**src/rtl/mem_bus_arb_if.sv**
```systemverilog
// mem_bus_arb_if: one CPU-memory-bus link (command + read response).
//
// Signals:
//   cmd_valid / cmd_ready   command handshake
//   cmd_wr                  1 = write, 0 = read
//   cmd_addr[31:0]          byte address
//   cmd_wdata[31:0]         write data
//   cmd_be[3:0]             byte enables
//   rsp_ready               single-cycle read-data-valid pulse
//   rsp_rdata[31:0]         read data
//
// Modports:
//   master  the side that issues commands and receives responses
//   slave   the side that accepts commands and returns responses
interface mem_bus_arb_if;
  logic        cmd_valid;
  logic        cmd_ready;
  logic        cmd_wr;
  logic [31:0] cmd_addr;
  logic [31:0] cmd_wdata;
  logic [3:0]  cmd_be;
  logic        rsp_ready;
  logic [31:0] rsp_rdata;

  modport master (
    output cmd_valid, cmd_wr, cmd_addr, cmd_wdata, cmd_be,
    input  cmd_ready, rsp_ready, rsp_rdata
  );

  modport slave (
    input  cmd_valid, cmd_wr, cmd_addr, cmd_wdata, cmd_be,
    output cmd_ready, rsp_ready, rsp_rdata
  );
endinterface

```
**src/rtl/mem_bus_arb.sv**
```systemverilog
// mem_bus_arb: two-master / one-slave arbiter for the CPU memory bus.
//
// Commands from m0 (CPU) and m1 (DMA/debug) are multiplexed onto s with no
// added latency. Grants alternate round-robin under contention; accepted
// reads record their master ID in a FIFO so that in-order slave responses
// are steered back to the right master combinationally.
//
// Ports:
//   clk           system clock
//   reset         synchronous, active-high reset
//   m0, m1        master links (slave modport: arbiter accepts commands)
//   s             link to the address decoder (master modport)
//   busy          one or more reads outstanding
//   protocol_err  sticky: slave response seen with no read outstanding
//
// Parameters:
//   MAX_OUTSTANDING  read-ID FIFO depth (power of 2, 2..16)
//
// Build option:
//   MEM_BUS_ARB_FIXED_PRIO_EN  when defined, m0 has strict priority over m1
//                              and no round-robin state is kept.
module mem_bus_arb #(
  parameter int MAX_OUTSTANDING = 4
) (
  input  logic          clk,
  input  logic          reset,
  mem_bus_arb_if.slave  m0,
  mem_bus_arb_if.slave  m1,
  mem_bus_arb_if.master s,
  output logic          busy,
  output logic          protocol_err
);

  localparam int PW = $clog2(MAX_OUTSTANDING);
  localparam logic [PW:0] PTR_ONE = {{PW{1'b0}}, 1'b1};

  // Pointers carry one extra wrap bit so full and empty are distinguishable.
  logic [PW:0] wr_ptr;
  logic [PW:0] rd_ptr;
  logic        id_mem [MAX_OUTSTANDING];

  logic        fifo_empty;
  logic        fifo_full;
  logic        elig0;
  logic        elig1;
  logic        sel0;
  logic        sel1;
  logic        accept;
  logic        push;
  logic        pop;
  logic        head_id;

  logic        mux_wr;
  logic [31:0] mux_addr;
  logic [31:0] mux_wdata;
  logic [3:0]  mux_be;

`ifndef MEM_BUS_ARB_FIXED_PRIO_EN
  logic        last_grant;
`endif

  assign fifo_empty = (wr_ptr == rd_ptr);
  assign fifo_full  = (wr_ptr[PW] != rd_ptr[PW]) &&
                      (wr_ptr[PW-1:0] == rd_ptr[PW-1:0]);

  // Reads stall on a full FIFO; writes never do. Fullness is purely
  // registered state, so a same-cycle response cannot open a read slot
  // (keeps rsp_ready out of the cmd_ready path).
  assign elig0 = !reset && m0.cmd_valid && (m0.cmd_wr || !fifo_full);
  assign elig1 = !reset && m1.cmd_valid && (m1.cmd_wr || !fifo_full);

`ifdef MEM_BUS_ARB_FIXED_PRIO_EN
  assign sel1 = elig1 && !elig0;
`else
  // Under contention the master that did not win last time is chosen.
  assign sel1 = elig1 && (!elig0 || !last_grant);
`endif
  assign sel0 = elig0 && !sel1;

  // Fields follow m0 whenever m1 is not selected, including the idle case.
  always_comb begin
    mux_wr    = m0.cmd_wr;
    mux_addr  = m0.cmd_addr;
    mux_wdata = m0.cmd_wdata;
    mux_be    = m0.cmd_be;
    if (sel1) begin
      mux_wr    = m1.cmd_wr;
      mux_addr  = m1.cmd_addr;
      mux_wdata = m1.cmd_wdata;
      mux_be    = m1.cmd_be;
    end
  end

  assign s.cmd_valid = elig0 || elig1;
  assign s.cmd_wr    = mux_wr;
  assign s.cmd_addr  = mux_addr;
  assign s.cmd_wdata = mux_wdata;
  assign s.cmd_be    = mux_be;

  assign m0.cmd_ready = sel0 && s.cmd_ready;
  assign m1.cmd_ready = sel1 && s.cmd_ready;

  assign accept = (elig0 || elig1) && s.cmd_ready;
  assign push   = accept && !mux_wr;
  assign pop    = !reset && s.rsp_ready && !fifo_empty;

  // Response routing: head of the ID FIFO names the owner of this response.
  assign head_id      = id_mem[rd_ptr[PW-1:0]];
  assign m0.rsp_ready = pop && !head_id;
  assign m1.rsp_ready = pop && head_id;
  assign m0.rsp_rdata = (pop && !head_id) ? s.rsp_rdata : 32'h0;
  assign m1.rsp_rdata = (pop && head_id)  ? s.rsp_rdata : 32'h0;

  assign busy = !fifo_empty;

  // Control state: pointers, sticky error, round-robin history.
  always_ff @(posedge clk) begin
    if (reset) begin
      wr_ptr       <= '0;
      rd_ptr       <= '0;
      protocol_err <= 1'b0;
`ifndef MEM_BUS_ARB_FIXED_PRIO_EN
      last_grant   <= 1'b1;
`endif
    end else begin
      if (push)
        wr_ptr <= wr_ptr + PTR_ONE;
      if (pop)
        rd_ptr <= rd_ptr + PTR_ONE;
      if (s.rsp_ready && fifo_empty)
        protocol_err <= 1'b1;
`ifndef MEM_BUS_ARB_FIXED_PRIO_EN
      if (accept)
        last_grant <= sel1;
`endif
    end
  end

  // ID storage: data only, validity is tracked by the pointers.
  always_ff @(posedge clk) begin
    if (push)
      id_mem[wr_ptr[PW-1:0]] <= sel1;
  end

endmodule

```
**src/flat_wrapper.sv**
```systemverilog
// flat-port wrapper written by rule: the top's interface ports become plain ports
module mem_bus_arb_flat 
#(
  parameter int MAX_OUTSTANDING = 4
)
  (clk, reset, busy, protocol_err, m0_cmd_valid, m0_cmd_wr, m0_cmd_addr, m0_cmd_wdata, m0_cmd_be, m0_cmd_ready, m0_rsp_ready, m0_rsp_rdata, m1_cmd_valid, m1_cmd_wr, m1_cmd_addr, m1_cmd_wdata, m1_cmd_be, m1_cmd_ready, m1_rsp_ready, m1_rsp_rdata, s_cmd_valid, s_cmd_wr, s_cmd_addr, s_cmd_wdata, s_cmd_be, s_cmd_ready, s_rsp_ready, s_rsp_rdata);
  mem_bus_arb_if m0_i ();
  mem_bus_arb_if m1_i ();
  mem_bus_arb_if s_i ();
  input  logic clk;
  input  logic reset;
  output logic busy;
  output logic protocol_err;
  input wire logic [$bits(m0_i.cmd_valid)-1:0] m0_cmd_valid;
  input wire logic [$bits(m0_i.cmd_wr)-1:0] m0_cmd_wr;
  input wire logic [$bits(m0_i.cmd_addr)-1:0] m0_cmd_addr;
  input wire logic [$bits(m0_i.cmd_wdata)-1:0] m0_cmd_wdata;
  input wire logic [$bits(m0_i.cmd_be)-1:0] m0_cmd_be;
  output wire logic [$bits(m0_i.cmd_ready)-1:0] m0_cmd_ready;
  output wire logic [$bits(m0_i.rsp_ready)-1:0] m0_rsp_ready;
  output wire logic [$bits(m0_i.rsp_rdata)-1:0] m0_rsp_rdata;
  input wire logic [$bits(m1_i.cmd_valid)-1:0] m1_cmd_valid;
  input wire logic [$bits(m1_i.cmd_wr)-1:0] m1_cmd_wr;
  input wire logic [$bits(m1_i.cmd_addr)-1:0] m1_cmd_addr;
  input wire logic [$bits(m1_i.cmd_wdata)-1:0] m1_cmd_wdata;
  input wire logic [$bits(m1_i.cmd_be)-1:0] m1_cmd_be;
  output wire logic [$bits(m1_i.cmd_ready)-1:0] m1_cmd_ready;
  output wire logic [$bits(m1_i.rsp_ready)-1:0] m1_rsp_ready;
  output wire logic [$bits(m1_i.rsp_rdata)-1:0] m1_rsp_rdata;
  output wire logic [$bits(s_i.cmd_valid)-1:0] s_cmd_valid;
  output wire logic [$bits(s_i.cmd_wr)-1:0] s_cmd_wr;
  output wire logic [$bits(s_i.cmd_addr)-1:0] s_cmd_addr;
  output wire logic [$bits(s_i.cmd_wdata)-1:0] s_cmd_wdata;
  output wire logic [$bits(s_i.cmd_be)-1:0] s_cmd_be;
  input wire logic [$bits(s_i.cmd_ready)-1:0] s_cmd_ready;
  input wire logic [$bits(s_i.rsp_ready)-1:0] s_rsp_ready;
  input wire logic [$bits(s_i.rsp_rdata)-1:0] s_rsp_rdata;
  assign m0_i.cmd_valid = m0_cmd_valid;
  assign m0_i.cmd_wr = m0_cmd_wr;
  assign m0_i.cmd_addr = m0_cmd_addr;
  assign m0_i.cmd_wdata = m0_cmd_wdata;
  assign m0_i.cmd_be = m0_cmd_be;
  assign m0_cmd_ready = m0_i.cmd_ready;
  assign m0_rsp_ready = m0_i.rsp_ready;
  assign m0_rsp_rdata = m0_i.rsp_rdata;
  assign m1_i.cmd_valid = m1_cmd_valid;
  assign m1_i.cmd_wr = m1_cmd_wr;
  assign m1_i.cmd_addr = m1_cmd_addr;
  assign m1_i.cmd_wdata = m1_cmd_wdata;
  assign m1_i.cmd_be = m1_cmd_be;
  assign m1_cmd_ready = m1_i.cmd_ready;
  assign m1_rsp_ready = m1_i.rsp_ready;
  assign m1_rsp_rdata = m1_i.rsp_rdata;
  assign s_cmd_valid = s_i.cmd_valid;
  assign s_cmd_wr = s_i.cmd_wr;
  assign s_cmd_addr = s_i.cmd_addr;
  assign s_cmd_wdata = s_i.cmd_wdata;
  assign s_cmd_be = s_i.cmd_be;
  assign s_i.cmd_ready = s_cmd_ready;
  assign s_i.rsp_ready = s_rsp_ready;
  assign s_i.rsp_rdata = s_rsp_rdata;
  mem_bus_arb #(.MAX_OUTSTANDING(MAX_OUTSTANDING)) u_core (.clk(clk), .reset(reset), .m0(m0_i), .m1(m1_i), .s(s_i), .busy(busy), .protocol_err(protocol_err));
endmodule
```
**config.mk**
```make
export PLATFORM = sky130hd
export DESIGN_NAME = mem_bus_arb_flat
export DESIGN_NICKNAME = d
export VERILOG_FILES = /design/src/rtl/mem_bus_arb_if.sv /design/src/rtl/mem_bus_arb.sv /design/src/flat_wrapper.sv
export SDC_FILE = /design/constraint.sdc
export NUM_CORES = 1
export LEC_CHECK = 0
export BUFFER_PORTS_ARGS = -buffer_cell sky130_fd_sc_hd__buf_2
export CORE_AREA = 2 2 124 126
export CTS_CLUSTER_SIZE = 25
export DETAILED_ROUTE_END_ITERATION = 7
export DIE_AREA = 0 0 126 128
export GPL_ROUTABILITY_DRIVEN = 1
export PLACE_DENSITY_LB_ADDON = 0.05
export SETUP_SLACK_MARGIN = 0.1
export SYNTH_ARGS = -nofsm -noshare
export SYNTH_HDL_FRONTEND = slang
export SYNTH_SLANG_ARGS = --single-unit
```
**constraint.sdc**
```tcl
create_clock -name clk -period 5.4 [get_ports clk]
set_input_delay 0.81 -clock clk [delete_from_list [all_inputs] [get_ports clk]]
set_output_delay 0.81 -clock clk [all_outputs]
set_load 0.03 [all_outputs]
```
Yosys cells after proc, flatten, opt, wreduce, memory -nomap -nowiden. Memories as Yosys holds them, arrays and structs flattened. A register that Yosys moved wholly into a read port is not among the register bits. Cells that the tools add are included.

Flip-flop bits (word level): 8. Bits in writable memories: 4. Bits of input ports: 176. Memories kept: 1.

Equality and inequality tests: 3. Multiplexer cells: 10. Add/sub/neg operators: 2. Reductions and logical operators: 28.

Memories: u_core.id_mem (words 4, width 1, read ports 1, clocked after Yosys merged registers in 1, write ports 1, line mem_bus_arb.sv:40) `logic id_mem [MAX_OUTSTANDING];`.

Operators by type and width (number): 32-bit two-way mux (4); 1-bit logical AND (16); 1-bit logical NOT (8); 3-bit by 1-bit adder with 3-bit output (second input constant) (2); 1-bit logical OR (4); 2-bit two-way mux (2); 4-bit two-way mux (1); 3-bit equality test (1); 1-bit two-way mux (3); 2-bit equality test (1); 1-bit inequality test (1).

Longest topological paths before layout. Gate-level depths: netlist of the first run.

Depth after elaboration: 13. Mapped depth: 7. Mapped depth without buffers: 6.

Least setup slack after synthesis of the first run. Ideal clock, no wire load.

Path kind: input to output. Start: in reset. End: out m0_cmd_ready. Arrival time: 2.336 ns. Slack: 2.254 ns. Cell stages on the path: 5. Required time: 4.590 ns. Cell sequence: nand3b_1 > o221ai_4 > buf_6 > inv_2 > nor3_1.

Word-level cells in the longest chain between the ends: 9.

RTL lines: start: declaration (line flat_wrapper.sv:11) `input logic reset;`; 1-bit logical NOT (*) (line mem_bus_arb.sv:69, mem_bus_arb.sv:70); 1-bit logical AND (2 in series) (line mem_bus_arb.sv:69) `assign elig0 = !reset && m0.cmd_valid && (m0.cmd_wr || !fifo_full);`; 1-bit logical NOT (line mem_bus_arb.sv:76) `assign sel1 = elig1 && (!elig0 || !last_grant);`; 1-bit logical OR (line mem_bus_arb.sv:76); 1-bit logical AND (*) (line mem_bus_arb.sv:76); net u_core.sel1 (line mem_bus_arb.sv:47) `logic sel1;`; 1-bit logical NOT (*) (line mem_bus_arb.sv:78) `assign sel0 = elig0 && !sel1;`; 1-bit logical AND (*) (line mem_bus_arb.sv:78); 1-bit logical AND (*) (line mem_bus_arb.sv:100) `assign m0.cmd_ready = sel0 && s.cmd_ready;`; end: declaration (line flat_wrapper.sv:19) `output wire logic [$bits(m0_i.cmd_ready)-1:0] m0_cmd_ready;`.

Mark *: on every way through the listed nets, which the timed path passes. The rest lies on a longest branch.

Worst setup path in the final report of the first run.
Start: reg u_core.wr_ptr[0]. End: out m1_rsp_rdata[25].

Word-level cells in the longest chain between the ends: 5.

RTL lines: start: declaration (line mem_bus_arb.sv:38) `logic [PW:0] wr_ptr;`; start signal: assignment (line mem_bus_arb.sv:127) `wr_ptr <= wr_ptr + PTR_ONE;`; 3-bit equality test (line mem_bus_arb.sv:62) `assign fifo_empty = (wr_ptr == rd_ptr);`; 1-bit logical NOT (line mem_bus_arb.sv:105) `assign pop = !reset && s.rsp_ready && !fifo_empty;`; 1-bit logical AND (line mem_bus_arb.sv:105); 1-bit logical AND (line mem_bus_arb.sv:112) `assign m1.rsp_rdata = (pop && head_id) ? s.rsp_rdata : 32'h0;`; 32-bit two-way mux (line mem_bus_arb.sv:112); end: declaration (line flat_wrapper.sv:29) `output wire logic [$bits(m1_i.rsp_rdata)-1:0] m1_rsp_rdata;`.

Every way passes these cells.

==> parameters.txt, run 1 <==
Parameter                              Value

Timing
  Worst-Margin Slew    999.2 ps
  Setup slack after layout    1799 ps
  Final Slew Violations    0
  Max Clk Rate    277.7 MHz
  Final hold viol count    0
  Setup violations, final    0
  Minimum clock period    about 3600 ps
  Setup repair after global routing missed its margin    false
  Post-route clock period utilization    0.6668
  Relative slew margins    0.3332
  Setup skew after layout    between 6 and 7 ps
  Aggregate negative setup slack    0 ps

Die
  Die Outline Area    16130 µm²
  Number of placement rows    45
  Core Box Area    14860 µm²
  Die Width    126 µm
  Initial Util    0.1594
  Boundary Pins    316
  Die H    128 µm

Worst setup path
  Kind of capture point of the worst setup path    output pin
  Data arrival time at the worst-slack endpoint    2790 ps
  Register-to-register setup slack    roughly 3300 ps
  Crit path kind    reg -> out
  Startpoint of the most critical register-to-register path    u_core.wr_ptr[0]
  Critical path startpoint category    register
  Logic depth of the worst register-to-register path    4
  Worst EP required    4590 ps
  Critical register-to-register path endpoint    u_core.id_mem[3]
  CP max FO    33

Detailed routing
  DRC violation count after routing    0
  Wirelength per Cell    15.41 µm
  Initial DRC count    79
  Count of TritonRoute iterations in the first routing pass    3
  Total detailed-routing wirelength    approximately 11000 µm
  Via count normalized by instance count    3.871
  Total via count in the routed design    2787
  DRT antenna net count    0

Synth
  Average size of a mapped cell    about 10 µm²
  Net Count, Synth    407
  Count of flip-flops with a built-in enable after synthesis    4
  Proportion of register bits with asynchronous set or reset after synthesis    0
  Synth Flop Type    sky130_fd_sc_hd__dfxtp_1
  Post-synthesis cell area    2370 µm²
  Area share of the largest cell type after synthesis    0.4308
  FF+latch count, synth    14
  Post-synthesis instance total    226
  Sequential share of the synthesized area    0.1352
  Total number of yosys warnings    0
  Largest area contributor in the synthesized netlist    sky130_fd_sc_hd__mux2_4
  Cells taking the most area after synthesis    sky130_fd_sc_hd__mux2_4 43%, sky130_fd_sc_hd__and2_1 17%, sky130_fd_sc_hd__dfxtp_1 8.4%
  Number of distinct library cell variants in the gate-level netlist after synthesis    39

Clocking
  Depth of the CTS H-tree    1
  TritonCTS clock tree    yes
  Number of setup buffers added after CTS    0
  Cts repair resizes    0
  Number of hold buffers added after cts    0
  Clk Latency, worst-skew pair    approximately 240 ps
  Max clock buf depth    2
  Clock tree root buffer cell    sky130_fd_sc_hd__clkbuf_16
  Number of sinks handled by clock tree synthesis    14
  Clock transition at the registers of the reported paths    50 ps
  CTS Buf Count    3

Global routing
  Wire length of the first global-routing pass    15530 µm
  Maximum number of pins on one net before global-route repair    71
  Overflow left after global routing    0
  Vias in the first global route    2675
  Number of antenna violations at the first check in global routing    2
  Global router's overall resource usage    0.1220

Finish
  Nets@finish    a little over 700
  Synth-to-layout area growth    75.66%
  Post-route cell area    4163 µm²
  Proportion of layout cells with a drive suffix above 1    0.7476
  Fillcell total    ~1600

Placed design
  Half-perimeter wire length after placement    9755 µm
  Placer's final routability congestion estimate    0.7305
  Post-place setup slack    1981 ps
  PortBufs    315
  Instance area after placement    a little over 4000 µm²

Worst hold path
  Worst min-delay path class    reg -> reg
  Worst hold endpoint    u_core.last_grant
  Hold path startpoint    u_core.last_grant
  Cell depth of the worst hold path    1

Pwr
  LEAKAGE    0.002557 µW
  Power density over cell area    152.3 nW/µm²
  Worst IR drop on VDD    0.00008924 V

Run
  Max-cap violation count    0

Outcome
  Outcome    finished clean
stage by stage:
stage | util | total power [µW] | hold slack (ps) | instances
finish | 0.2801 | 633.9 | 464.0 | 720
global route | 0.2799 | 666.4 | 475.9 | 719
CTS | 0.2799 | 641.5 | 467.1 | 719
detailed placement | 0.2746 | 498.1 | 455.4 | 715
global placement | 0.2746 | 497.7 | 465.6 | 715
floorplan | - | 367.8 | 436.6 | 226
worst max-delay path: stages, from the launching register on:
cell and delay (ps):
sky130_fd_sc_hd__dfxtp_1 480, sky130_fd_sc_hd__xor2_1 360, sky130_fd_sc_hd__nor3_1 150, sky130_fd_sc_hd__inv_2 100, sky130_fd_sc_hd__nand2_2 120, sky130_fd_sc_hd__nor3b_4 850, sky130_fd_sc_hd__and2_1 240, sky130_fd_sc_hd__buf_2 220
placed cells by master, fill, tap and decap left out, types with 2 or more instances in the layout:
cell and n:
sky130_fd_sc_hd__and2_1 64, sky130_fd_sc_hd__mux2i_1 3, sky130_fd_sc_hd__inv_1 4, sky130_fd_sc_hd__clkbuf_16 3, sky130_fd_sc_hd__ha_1 5, sky130_fd_sc_hd__xnor2_1 3
sky130_fd_sc_hd__nor2_1 5, sky130_fd_sc_hd__a21oi_1 3, sky130_fd_sc_hd__dfxtp_1 10, sky130_fd_sc_hd__o21ai_0 2, sky130_fd_sc_hd__edfxtp_1 4, sky130_fd_sc_hd__and3_1 5
sky130_fd_sc_hd__xor2_1 5, sky130_fd_sc_hd__nand2_1 2, sky130_fd_sc_hd__mux2_4 68, sky130_fd_sc_hd__nand3_1 4, sky130_fd_sc_hd__o22ai_1 2, sky130_fd_sc_hd__inv_2 2
sky130_fd_sc_hd__buf_2 315, sky130_fd_sc_hd__nor3_1 2, sky130_fd_sc_hd__nand2b_1 3
cells in the mapped netlist, types with 2 or more instances:
| master | count |
|---|---|
| sky130_fd_sc_hd__a21oi_1 | 3 |
| sky130_fd_sc_hd__and2_1 | 64 |
| sky130_fd_sc_hd__and3_1 | 5 |
| sky130_fd_sc_hd__buf_2 | 3 |
| sky130_fd_sc_hd__buf_6 | 6 |
| sky130_fd_sc_hd__clkbuf_1 | 4 |
| sky130_fd_sc_hd__dfxtp_1 | 10 |
| sky130_fd_sc_hd__edfxtp_1 | 4 |
| sky130_fd_sc_hd__ha_1 | 5 |
| sky130_fd_sc_hd__inv_1 | 4 |
| sky130_fd_sc_hd__inv_2 | 2 |
| sky130_fd_sc_hd__mux2_4 | 68 |
| sky130_fd_sc_hd__mux2i_1 | 3 |
| sky130_fd_sc_hd__nand2_1 | 2 |
| sky130_fd_sc_hd__nand2b_1 | 3 |
| sky130_fd_sc_hd__nand3_1 | 4 |
| sky130_fd_sc_hd__nor2_1 | 5 |
| sky130_fd_sc_hd__nor3_1 | 2 |
| sky130_fd_sc_hd__o21ai_0 | 2 |
| sky130_fd_sc_hd__o22ai_1 | 2 |
| sky130_fd_sc_hd__xnor2_1 | 3 |
| sky130_fd_sc_hd__xor2_1 | 5 |
cell type report:
type	count	area [µm²]	share of cell area
inverters	6	22.52	0.005410
well taps	188	235.2	0.05651
flip-flops and latches	14	320.3	0.07695
clock buffers	4	78.83	0.01894
multi-input cells	191	1907	0.4581
repair buffers	316	1597	0.3835
diodes	1	2.502	0.0006011
logic make-up after synthesis:
group | after synthesis | share of synthesized area
AO/OA/AOI/OAI | 11 | 0.03802
XOR/XNOR | 8 | 0.02957
adder cells (fa/ha/maj) | 5 | 0.02640
buffers and inverters | 21 | 0.06018
flip-flops | 14 | 0.1352
multiplexers | 72 | 0.4530
AND/OR/NAND/NOR | 95 | 0.2577
routing by layer:
| metal | track usage | wire length [µm] | vias up |
|---|---|---|---|
| met5 | 0 | 13 | - |
| met4 | 0.009050 | 48 | 2 |
| met3 | 0.03923 | 1016 | 6 |
| met2 | 0.2207 | 5589 | 154 |
| met1 | 0.1473 | 4425 | 1235 |
| li1 | - | - | 1390 |
worst max path at each step:
stage / start / endpoint / slack [ps] / cells past startpoint
2_1_floorplan: reset / m0_cmd_ready / 2250 / 5
4_1_cts: u_core.wr_ptr[0] / m1_rsp_rdata[25] / 1720 / 7
6_report: u_core.wr_ptr[0] / m1_rsp_rdata[25] / 1800 / 7
5_1_grt: u_core.wr_ptr[0] / m1_rsp_rdata[25] / 1520 / 7
3_5_place_dp: u_core.wr_ptr[0] / m1_rsp_rdata[25] / 1980 / 7
3_3_place_gp: reset / m0_cmd_ready / 1940 / 7
where the power goes:
part           total (µW)  switching (µW)  internal (µW)
logic                 375             213            163
clock network         141            40.9           99.6
registers             118            4.59            113
total                 634             258            375
Power figures use the tool's default switching activity.
==> run 2, diff against run 1 <==
CORE_AREA = 2 2 123 125   (was 2 2 124 126)
DIE_AREA = 0 0 125 127   (was 0 0 126 128)
clock period = 3.4 ns   (was 5.4 ns; I/O delays follow)
==> run 2 against run 1 <==
  * Critical path depth is 1 lower
  * Clock skew is 2.1 ps lower
  * Register-to-register slack worse by 1900 ps
  * Global-route usage is 0.75 points higher
  * Non-clock buffer count is 9 higher
  * Wire length is 3.8% higher
  * Sequential cell count stayed put
  * Sequential power is 58% higher
==> parameters.txt, run 2 (synthesis results as in run 1) <==
Parameter                              Value

Outcome
  Outcome    finished clean

Global routing
  Wire length of the first global-routing pass    16170 µm
  Vias in the first global route    2804
  Overflow left after global routing    0
  Number of antenna violations at the first check in global routing    6
  Global router's overall resource usage    0.1295
  Maximum number of pins on one net before global-route repair    34

Detailed routing
  Count of TritonRoute iterations in the first routing pass    4
  DRT antenna net count    0
  Initial DRC count    96
  DRC violation count after routing    0
  Total via count in the routed design    2834
  Wirelength per Cell    15.80 µm
  Total detailed-routing wirelength    11520 µm
  Via count normalized by instance count    3.888

Worst setup path
  Critical path startpoint category    register
  Data arrival time at the worst-slack endpoint    2440 ps
  Cell-by-cell trace of the critical path    xor2_1, nor4_4, o221ai_4, buf_12, mux2_4, buf_2
  Library cell contributing the largest single delay on the critical path    sky130_fd_sc_hd__o221ai_4
  Crit path kind    reg -> out
  CP max FO    17
  Kind of capture point of the worst setup path    output pin
  Highest cell delay on the worst timing path    490 ps
  Worst EP required    2890 ps

Timing
  Max Clk Rate    roughly 340 MHz
  Worst-Margin Slew    603.1 ps
  Relative slew margins    0.5979
  Final hold viol count    0
  Worst slack on hold paths    460.0 ps
  Setup repair after global routing missed its margin    false
  Minimum clock period    2948 ps
  Aggregate negative setup slack    0 ps
  Final Slew Violations    0
  Setup skew after layout    4.022 ps
  Setup violations, final    0
  Post-route clock period utilization    0.8670

Pwr
  Internal power component    605.6 µW
  Switching Fraction    0.4041
  Worst IR drop on VDD    0.0001268 V
  Comb pwr share    0.599
  Power spent charging and discharging nets    ~400 µW
  Part of the power in registers    0.184
  LEAKAGE    0.002622 µW
  Clock network fraction of total power    0.217
  Power density over cell area    237.2 nW/µm²

Placed design
  Half-perimeter wire length after placement    approximately 10000 µm
  Placer's final routability congestion estimate    0.8593
  PortBufs    between 300 and 400

Die
  Initial Util    0.1643
  Core Box Area    14420 µm²
  Boundary Pins    316
  Number of placement rows    between 40 and 50
  Die Outline Area    15880 µm²
  Die H    approximately 130 µm
  Die Width    125 µm

Finish
  Nets@finish    722
  Proportion of layout cells with a drive suffix above 1    0.7519
  Utilization after layout    0.2971
  Most used cells in the layout excluding fill and tap cells    315 x sky130_fd_sc_hd__buf_2, 68 x sky130_fd_sc_hd__mux2_4, 64 x sky130_fd_sc_hd__and2_1, 10 x sky130_fd_sc_hd__dfxtp_1
  Fillcell total    1582
  Synth-to-layout area growth    80.83%
  Most common library cell in the layout ignoring fill and taps    sky130_fd_sc_hd__buf_2

Clocking
  Number of setup buffers added after CTS    0
  Number of sinks handled by clock tree synthesis    14
  TritonCTS clock tree    yes
  CTS Buf Count    3
  Clk Latency, worst-skew pair    240 ps
  Cts repair resizes    0
  Depth of the CTS H-tree    1
  Max clock buf depth    2
  Number of hold buffers added after cts    0
  Clock tree root buffer cell    sky130_fd_sc_hd__clkbuf_16
  Clock transition at the registers of the reported paths    approximately 50 ps

Run
  Max-cap violation count    0

Worst hold path
  Worst min-delay path class    reg -> reg
[run 2: cell types whose count changed in the layout (fill, tap and decap cells not counted)]
cell                       previous run  this run
sky130_fd_sc_hd__buf_4                0         5
sky130_fd_sc_hd__buf_12               1         5
sky130_fd_sc_hd__diode_2              1         5
sky130_fd_sc_hd__clkbuf_1             1         0
sky130_fd_sc_hd__clkinv_1             0         1
[run 2: final cells by class]
type	count	area, µm²	area share
repair buffers	325	1714	0.4000
multi-input cells	191	1907	0.4450
flip-flops and latches	14	320.3	0.07474
well taps	184	230.2	0.05372
clock buffers	3	75.07	0.01752
inverters	6	22.52	0.005255
clock inverters	1	3.754	0.0008759
diodes	5	12.51	0.002920
[run 2: per-stage QoR]
stage | cells | power (µW) | area (µm²) | setup slack [ps]
final | 729 | 1016 | 4285 | 452.1
after global placement | 720 | 805.7 | 4194 | 636.5
after detailed placement | 720 | 804.7 | 4194 | 640.5
after global routing | 729 | 1069 | 4285 | 292.2
after floorplan | 226 | 584.2 | 2370 | 800.2
after CTS | 724 | 1032 | 4273 | 404.4
[run 2: power by group through the flow]
| stage | sequential [µW] | clock, µW | combinational (µW) |
|---|---|---|---|
| 5_1_grt | 188 | 234 | 647 |
| 2_1_floorplan | 191 | 0 | 393 |
| 6_report | 187 | 221 | 608 |
| 3_5_place_dp | 190 | 0 | 614 |
| 3_3_place_gp | 191 | 0 | 615 |
| 4_1_cts | 187 | 229 | 616 |
[run 2: worst paths after layout]
path                     startpoint                end  slack [ps]  depth (start not counted)
setup / recovery   u_core.wr_ptr[0]    s_cmd_wdata[17]         450                          6
hold / removal    u_core.last_grant  u_core.last_grant         460                          1
setup reg to reg   u_core.wr_ptr[0]   u_core.id_mem[3]        1420                          4
hold reg to reg   u_core.last_grant  u_core.last_grant         460                          1
[run 2: worst max-delay path: cells and delay by family (launching register included)]
kind            cells  cell delay (ps)
flops               1              460
compound gates      1              490
xor+xnor            1              350
mux                 1              320
buf+inv             2              440
simple gates        1              120
[run 2: routing by layer]
| metal | global-route usage | share of wire | vias up |
|---|---|---|---|
| li1 | - | - | 1411 |
| met1 | 0.1376 | 0.36 | 1242 |
| met2 | 0.2561 | 0.55 | 169 |
| met3 | 0.02764 | 0.074 | 10 |
| met4 | 0.03595 | 0.012 | 2 |
| met5 | 0 | 0.0011 | - |
==> run 3, diff against run 2 <==
==> constraint.sdc (replaced) <==
create_clock -name clk -period 3.4 [get_ports clk]
set_input_delay 0.68 -clock clk [delete_from_list [all_inputs] [get_ports clk]]
set_output_delay 0.68 -clock clk [all_outputs]
set_load 0.03 [all_outputs]
==> run 3 against run 2 <==
  * Utilization fell by 0.40 points
  * Global-route usage rose by 0.15 points
  * Sequential share of layout area rose by 0.10 points
  * Via count fell by 0.99%
  * Register-to-register slack got worse by 80 ps
  * Clock skew fell by 1.6 ps
  * Combinational power fell by 1%
  * Design area fell by 1.3%
  * Die area did not move
  * Largest power group unchanged
==> parameters.txt, run 3 (synthesis results as in run 1) <==
Parameter                              Value

Worst hold path
  Worst min-delay path class    reg -> reg

Clocking
  Clk Latency, worst-skew pair    240 ps
  Clock tree root buffer cell    sky130_fd_sc_hd__clkbuf_16
  Cts repair resizes    0
  Number of sinks handled by clock tree synthesis    14
  Depth of the CTS H-tree    1
  TritonCTS clock tree    yes
  Max clock buf depth    2
  Number of setup buffers added after CTS    0
  CTS Buf Count    3
  Number of hold buffers added after cts    0
  Clock transition at the registers of the reported paths    50 ps

Die
  Core Box Area    14420 µm²
  Die H    between 100 and 150 µm
  Number of placement rows    44
  Die Width    125 µm
  Boundary Pins    316
  Initial Util    0.1643
  Die Outline Area    between 15000 and 20000 µm²

Pwr
  LEAKAGE    0.002599 µW
  Switching Fraction    0.4070
  Worst IR drop on VDD    between 0.00015 and 0.0002 V
  Power spent charging and discharging nets    411.3 µW
  Comb pwr share    0.592
  Power after layout    1011 µW
  Internal power component    599.3 µW
  Clock network fraction of total power    0.223
  Part of the power in registers    0.185
  Power density over cell area    239.0 nW/µm²

Detailed routing
  Total via count in the routed design    2806
  Total met3 wirelength after detailed routing    802 µm
  Routed metal-1 wire length    4245 µm
  Total detailed-routing wirelength    11310 µm
  Routed wire length on met2    6224 µm
  Wirelength per Cell    15.67 µm
  Via count normalized by instance count    between 3 and 4
  DRT antenna net count    0
  DRC violation count after routing    0
  Initial DRC count    a little over 80
  Count of TritonRoute iterations in the first routing pass    4
  Max Used Layer    met4

Finish
  Nets@finish    719
  Fillcell total    1601
  Most common library cell in the layout ignoring fill and taps    sky130_fd_sc_hd__buf_2
  Number of standard cells in the layout, taps in and fillers out    722
  Proportion of layout cells with a drive suffix above 1    0.7505
  Most used cells in the layout excluding fill and tap cells    315 x sky130_fd_sc_hd__buf_2, 68 x sky130_fd_sc_hd__mux2_4, 64 x sky130_fd_sc_hd__and2_1, 10 x sky130_fd_sc_hd__dfxtp_1
  Synth-to-layout area growth    78.41%

Placed design
  Placed cell count    717
  PortBufs    ~320
  Half-perimeter wire length after placement    10110 µm
  Placer's final routability congestion estimate    0.8339

Timing
  Max Clk Rate    about 330 MHz
  Setup repair after global routing missed its margin    false
  Setup violations, final    0
  Worst-Margin Slew    554.1 ps
  Final Slew Violations    0
  Minimum clock period    3043 ps
  Aggregate negative setup slack    0 ps
  Final hold viol count    0
  Setup skew after layout    ~2.4 ps
  Post-route clock period utilization    0.8951
  Relative slew margins    0.6272

Worst setup path
  Beginning of the critical path    u_core.wr_ptr[1]
  Number of gates on the worst path with buffers counted    8
  CP Capture Point    m1_rsp_rdata[27]
  CP max FO    33
  Data arrival time at the worst-slack endpoint    2360 ps
  Top Family by Delay on Critical Path    simple AND/OR/NAND/NOR gates
  Critical register-to-register path endpoint    u_core.id_mem[3]
  Critical path startpoint category    register
  Logic depth of the worst register-to-register path    4
  Worst EP required    2720 ps
  Cell-by-cell trace of the critical path    xor2_1, nor3_1, inv_2, nand2_2, nor3b_4, buf_4, and2_1, buf_2
  Highest cell delay on the worst timing path    470 ps
  Critical path buffers and inverters    3
  Library cell contributing the largest single delay on the critical path    sky130_fd_sc_hd__dfxtp_1
  Startpoint of the most critical register-to-register path    u_core.wr_ptr[1]
  Register-to-register setup slack    1340 ps
  Crit path kind    reg -> out
  Kind of capture point of the worst setup path    output pin

Global routing
  Wire length of the first global-routing pass    16430 µm
  Vias in the first global route    2836
  Global router's overall resource usage    0.1309
  Overflow left after global routing    0
  Number of antenna violations at the first check in global routing    1
  Maximum number of pins on one net before global-route repair    34

Run
  Max-cap violation count    0

Outcome
  Outcome    finished clean
run 3: changes by cell type in the layout (fill, tap and decap cells not counted), sizes merged:
cell	previous run	this run
buf	325	322
diode	5	1
run 3: per-stage QoR:
step	hold slack [ps]	setup WS [ps]	instance area (µm²)	utilization
finish	464.0	356.6	4228	0.2931
floorplan	436.6	514.1	2370	-
CTS	472.6	298.9	4225	0.2929
global placement	449.9	453.4	4146	0.2875
detailed placement	456.9	376.0	4146	0.2875
global route	500.4	174.0	4225	0.2929
run 3: metal layers:
metal | GRT usage | up-vias
met4 | 0.01111 | 0
li1 | - | 1405
met3 | 0.03224 | 4
met5 | 0 | -
met2 | 0.2586 | 152
met1 | 0.1467 | 1245
run 3: power groups by stage:
stage	Combinational, µW	Clock, µW	Sequential (µW)
floorplan	393	0	191
global placement	604	0	191
detailed placement	604	0	191
CTS	606	234	187
global route	637	242	188
finish	599	225	187
run 3: worst min path at each step:
stage	from	end	slack [ps]	depth (start not counted)
floorplan	u_core.last_grant	u_core.last_grant	440	1
global placement	u_core.protocol_err	u_core.protocol_err	450	2
detailed placement	u_core.last_grant	u_core.last_grant	460	1
CTS	u_core.last_grant	u_core.last_grant	470	1
global route	u_core.last_grant	u_core.last_grant	500	1
finish	u_core.protocol_err	u_core.protocol_err	460	2
run 3: final cells by class:
class / instances / area (µm²) / area share
tap: 184 / 230.2 / 0.05445
antenna: 1 / 2.502 / 0.0005919
inverter: 6 / 22.52 / 0.005327
multi-input combinational: 191 / 1907 / 0.4510
sequential: 14 / 320.3 / 0.07576
clock buffer: 3 / 75.07 / 0.01776
clock inverter: 1 / 3.754 / 0.0008878
timing repair buffer: 322 / 1667 / 0.3942
run 3: worst reg2reg max path: stages (launching register included):
cell and delay, ps:
sky130_fd_sc_hd__dfxtp_1 470, sky130_fd_sc_hd__xor2_1 190, sky130_fd_sc_hd__nor4_1 550, sky130_fd_sc_hd__o22ai_1 300, sky130_fd_sc_hd__and3_1 300
